--- config.mk ---
export PLATFORM = sky130hd
export DESIGN_NAME = operand_fetch_stage
export DESIGN_NICKNAME = d
export VERILOG_FILES = /design/src/rtl/operand_fetch_stage.sv
export SDC_FILE = /design/constraint.sdc
export NUM_CORES = 2
export LEC_CHECK = 0
export BUFFER_PORTS_ARGS = -buffer_cell sky130_fd_sc_hd__buf_2
export CELL_PAD_IN_SITES_DETAIL_PLACEMENT = 0
export CELL_PAD_IN_SITES_GLOBAL_PLACEMENT = 1
export CORE_ASPECT_RATIO = 1.75
export CORE_UTILIZATION = 40
export CTS_BUF_LIST = sky130_fd_sc_hd__clkbuf_16
export CTS_CLUSTER_DIAMETER = 60
export CTS_CLUSTER_SIZE = 10
export DETAILED_ROUTE_END_ITERATION = 6
export MAX_ROUTING_LAYER = met4
export PLACE_DENSITY_LB_ADDON = 0.1
export SETUP_SLACK_MARGIN = 0.2
export SLEW_MARGIN = 5
export SYNTH_ARGS = -nofsm -noshare
export SYNTH_HDL_FRONTEND = slang
export SYNTH_SLANG_ARGS = --single-unit
--- constraint.sdc ---
create_clock -name clk -period 30.4 [get_ports clk]
set_input_delay 3.04 -clock clk [delete_from_list [all_inputs] [get_ports clk]]
set_output_delay 3.04 -clock clk [all_outputs]
set_load 0.03 [all_outputs]
--- src/rtl/operand_fetch_stage.sv ---
// Operand fetch: register file, forwarding network, load-use stall.
// Resolved operands leave through a registered valid/ready slot.
module operand_fetch_stage #(
  parameter int DATA_W  = 32,
  parameter int REG_CNT = 16,
  parameter int REG_W   = 4,
  parameter int FWD_N   = 2,
  parameter int CTRL_W  = 12
) (
  input  logic                    clk,
  input  logic                    reset,
  input  logic                    in_valid,
  output logic                    in_ready,
  input  logic [REG_W-1:0]        src1_idx,
  input  logic [REG_W-1:0]        src2_idx,
  input  logic [REG_W-1:0]        dest_idx,
  input  logic                    src1_is_dest,
  input  logic                    imm_sel,
  input  logic [DATA_W-1:0]       imm,
  input  logic [CTRL_W-1:0]       ctrl_in,
  input  logic                    wb_en,
  input  logic [REG_W-1:0]        wb_idx,
  input  logic [DATA_W-1:0]       wb_data,
  input  logic [FWD_N-1:0]        fwd_valid,
  input  logic [FWD_N*REG_W-1:0]  fwd_idx,
  input  logic [FWD_N*DATA_W-1:0] fwd_data,
  input  logic                    ld_pending,
  input  logic [REG_W-1:0]        ld_idx,
  input  logic                    flush,
  output logic                    out_valid,
  input  logic                    out_ready,
  output logic [DATA_W-1:0]       op1,
  output logic [DATA_W-1:0]       op2,
  output logic [REG_W-1:0]        out_dest,
  output logic [CTRL_W-1:0]       ctrl_out,
  output logic [15:0]             stall_cnt
);

  logic [DATA_W-1:0] rf [REG_CNT];
  logic [REG_W-1:0]  s1, s2;
  logic [DATA_W-1:0] r1, r2;
  logic              hazard;
  logic              accept;

  // Walk sources oldest to youngest so the lowest index wins.
  always_comb begin
    s1 = src1_is_dest ? dest_idx : src1_idx;
    s2 = src2_idx;
    r1 = rf[s1];
    r2 = rf[s2];
    if (wb_en && wb_idx == s1) r1 = wb_data;
    if (wb_en && wb_idx == s2) r2 = wb_data;
    for (int k = FWD_N - 1; k >= 0; k--) begin
      if (fwd_valid[k] && fwd_idx[k*REG_W +: REG_W] == s1)
        r1 = fwd_data[k*DATA_W +: DATA_W];
      if (fwd_valid[k] && fwd_idx[k*REG_W +: REG_W] == s2)
        r2 = fwd_data[k*DATA_W +: DATA_W];
    end
    if (imm_sel) r2 = imm;
  end

  assign hazard = in_valid & ld_pending &
                  ((ld_idx == s1) | (~imm_sel & (ld_idx == s2)));
  assign in_ready = ~flush & ~hazard & (~out_valid | out_ready);
  assign accept = in_valid & in_ready;

  always_ff @(posedge clk or posedge reset) begin
    if (reset) begin
      for (int i = 0; i < REG_CNT; i++) rf[i] <= '0;
    end else if (wb_en) begin
      rf[wb_idx] <= wb_data;
    end
  end

  always_ff @(posedge clk or posedge reset) begin
    if (reset) begin
      out_valid <= 1'b0;
      op1       <= '0;
      op2       <= '0;
      out_dest  <= '0;
      ctrl_out  <= '0;
    end else if (flush) begin
      out_valid <= 1'b0;
    end else if (accept) begin
      out_valid <= 1'b1;
      op1       <= r1;
      op2       <= r2;
      out_dest  <= dest_idx;
      ctrl_out  <= ctrl_in;
    end else if (out_ready) begin
      out_valid <= 1'b0;
    end
  end

  always_ff @(posedge clk or posedge reset) begin
    if (reset)
      stall_cnt <= '0;
    else if (hazard && !flush && stall_cnt != 16'hFFFF)
      stall_cnt <= stall_cnt + 16'd1;
  end

endmodule
==> results.json <==
{
  "run_status": "finished, final reports clean",
  "final_period_minus_worst_setup_slack_ps": 8550,
  "synth.ff_latch_count": 609,
  "crit_top_cell": "buf_2",
  "global_route.overflow_total": 0,
  "remaining_drc_errors": 0,
  "detail_route.wl_per_cell_um": 32.7,
  "cts-buffers-inserted": 71,
  "gp_congestion": 0.817,
  "finish.net_count": 3155,
  "synth.lib_cells_used.distinct": 64,
  "post_drt_via_cell_ratio": 6.57,
  "postPlaceCellArea_mm2": 0.0366,
  "cts_repair_resize_count": 0,
  "wirelength_mm": 133,
  "synth_warn": 0,
  "avgSynthCellArea_um2": 12.1,
  "layout_common_cells": "dfrtp_1, mux2_2, nand2_1, buf_2, mux4_2",
  "crit_type": "in -> out",
  "cts_root_buf": "clkbuf_16",
  "clk_transition_reported_paths_ps": 50,
  "endpoint": "in_ready",
  "initial_antenna_violation_count": 5,
  "vdd.ir_drop.worst_mv": 0.0421,
  "clkLatencyLatePin_ps": 650,
  "worstHoldPathType": "reg -> reg",
  "post_synthesis_instance_area_mm2": 0.0343,
  "die_area_mm2": 0.0870,
  "cp_top_family": "buffers and inverters",
  "drive_above_1_share": 0.393,
  "postSynth.topFlopCell": "dfrtp_1",
  "finish.instance_area_mm2": 0.0385,
  "worst_path_largest_cell_delay_ps": 480,
  "globalRouteTotalUtil": 0.317,
  "fp-row-count": 141,
  "max_slew_margin": 0.184,
  "rrSetupSlack_ps": 27220,
  "layout_commonest_cell": "dfrtp_1",
  "worst_pin_slew_ps": 1220,
  "worstPathBufferInverterCount": 3,
  "critPathRequiredTime_ps": 27360,
  "pin_count_of_the_biggest_net_entering_global_routing": 160,
  "port-buffer-count": 276,
  "dp_hpwl_mm": 76.2,
  "share_of_flip_flops_with_an_asynchronous_set_or_reset": 1.00,
  "drt_first_iter_violations": 2291,
  "ctsHoldBuffers": 0,
  "drt_pass1_iterations": 5,
  "critical_path.reg2reg.endpoint": "op1[27]",
  "startpoint": "src1_is_dest",
  "critical_path.slowest_cell": "buf_2",
  "slew_violations": 0,
  "cts_tree": "done",
  "postCtsSetupBuffers": 0,
  "mappedNetlistNets": 3012,
  "vias": 26700,
  "timing.fmax_mhz": 117,
  "core_mm2": 0.0847,
  "total_count_of_hold_check_failures_in_the_final_report": 0,
  "critical_path_arrival_ps": 5510,
  "worstSetupStartpointType": "input port",
  "ant_nets": 0,
  "cts.path.max_buffers": 3,
  "layout_worst_path_cycle_share": 0.281,
  "initial_core_util": 0.405,
  "grt_pass1_wl_mm": 194,
  "path_max_fanout": 30,
  "cellPowerDensity_mw_per_mm2": 67.5,
  "cts.sinks": 609,
  "timing.clock.skew_ps": 22.2,
  "critical_path_depth": 8,
  "post_synth_inst_count": 2832,
  "io_pins": 277,
  "unrepaired_setup_endpoints_after_global_routing": "no",
  "die_width_um": 223,
  "ff2ff_path_depth": 9,
  "die_span_y_um": 389,
  "via_count_of_the_first_global_routing_pass": 27600,
  "h_tree_depth_reported_by_cts": 3,
  "area_delta_synth_final_pct": 12.4,
  "setup-tns-final_ps": 0,
  "cap_violations": 0,
  "timing.critical_path.to_type": "primary output",
  "seq_area_frac_synth": 0.444,
  "cellLeakagePower_uw": 0.0162,
  "number_of_enable_type_register_cells_in_the_synthesized_netlist": 0,
  "hold_depth": 2,
  "setup-violations-final": 0,
  "cell_breakdown_of_the_critical_path": "buf_2, mux2i_4, buf_4, xnor2_1, nor4_4, or2_1, a31oi_1, buf_2",
  "reg2reg_from": "out_valid"
}
## routing by layer
| metal | up-vias | GRT usage | part of all wire |
|---|---|---|---|
| met5 | - | - | 0 |
| met2 | 1195 | 0.541 | 0.51 |
| li1 | 11000 | - | - |
| met1 | 14200 | 0.366 | 0.38 |
| met4 | 0 | 0.135 | 0.043 |
| met3 | 302 | 0.0537 | 0.063 |
## sequential cells by signal, indices dropped and copies added, names as in the netlist
signal     count
stall_cnt     16
out_dest       4
out_valid      1
ctrl_out      12
rf           512
op1           32
op2           32
## cell type report
| type | count | area, um^2 |
|---|---|---|
| clock inverters | 7 | 55.1 |
| fillers | 7858 | 46100 |
| flip-flops and latches | 609 | 15200 |
| inverters | 4 | 22.5 |
| repair buffers | 337 | 1870 |
| diodes | 6 | 15.0 |
| well taps | 1072 | 1340 |
| multi-input cells | 1952 | 18100 |
| clock buffers | 74 | 1850 |
## worst min-delay path by stage
stage	start	end
floorplan	rf[319]	rf[319]
global placement	ctrl_out[1]	ctrl_out[1]
detailed placement	ctrl_out[10]	ctrl_out[10]
CTS	ctrl_out[10]	ctrl_out[10]
global route	out_dest[1]	out_dest[1]
finish	ctrl_out[10]	ctrl_out[10]
## where the power goes
group / total (uW) / switching, uW / internal [uW]
clock network: 775 / 346 / 429
logic: 681 / 342 / 339
registers: 1140 / 149 / 996
total: 2600 / 836 / 1760
## per-stage QoR
| step | hold slack (ps) | setup WS (ps) | power (uW) | util | std cells |
|---|---|---|---|---|---|
| floorplan | 491 | 10310 | 1610 | - | 2832 |
| global placement | 456 | 21870 | 1800 | 0.432 | 3974 |
| detailed placement | 458 | 21840 | 1830 | 0.432 | 3974 |
| CTS | 470 | 21830 | 2610 | 0.455 | 4055 |
| global route | 491 | 21720 | 2710 | 0.455 | 4060 |
| finish | 468 | 21850 | 2600 | 0.455 | 4061 |
## cells in the mapped netlist, types with 3 or more instances
master / number / area share
dfrtp_1: 609 / 0.44
mux2_2: 516 / 0.17
nand2_1: 300 / 0.033
mux4_2: 189 / 0.12
clkbuf_1: 152 / 0.017
mux2i_1: 87 / 0.025
nand2b_1: 82 / 0.015
a21oi_1: 79 / 0.012
o21ai_0: 77 / 0.011
buf_2: 64 / 0.0093
a221oi_1: 61 / 0.016
o22ai_1: 59 / 0.011
nand3_1: 58 / 0.0085
nor2_1: 48 / 0.0053
a32oi_1: 42 / 0.011
a22oi_1: 39 / 0.0085
buf_1: 39 / 0.0043
o21ai_1: 39 / 0.0057
a221o_1: 32 / 0.0093
xnor2_1: 30 / 0.0077
and3_1: 26 / 0.0047
nor3_1: 18 / 0.0026
o211a_1: 18 / 0.0053
o31ai_1: 18 / 0.0039
xor2_1: 14 / 0.0036
nor4_1: 12 / 0.0022
o221ai_1: 12 / 0.0031
a31oi_1: 11 / 0.0020
nand4_1: 10 / 0.0018
buf_4: 9 / 0.0020
nor2b_1: 9 / 0.0016
a2111oi_0: 7 / 0.0018
and2_1: 6 / 0.0011
a22o_1: 5 / 0.0013
a311oi_1: 5 / 0.0013
a32o_1: 5 / 0.0015
o311a_1: 5 / 0.0015
and4_1: 4 / 0.0010
buf_6: 3 / 0.00098
## kinds of logic (layout without fill, tap and decap cells)
group                    after synthesis  count (layout)  synth area share
AO/OA/AOI/OAI                        525             525             0.108
XOR/XNOR                              45              45            0.0117
adder cells (fa/ha/maj)                1               1          0.000365
buffers and inverters                271             422            0.0336
flip-flops                           609             609             0.444
multiplexers                         795             795             0.321
other                                  0               6                 0
AND/OR/NAND/NOR                      586             586            0.0811
## worst reg2reg max path, stage by stage, from the launching register on
cell and delay [ps]:
dfrtp_1 390, nand2b_1 120, nand3b_1 220, a41oi_1 250, a21bo_4 500, buf_4 450
nor3_4 250, buf_4 430, nand3_1 260, o211a_1 190
Power figures use the tool's default switching activity.
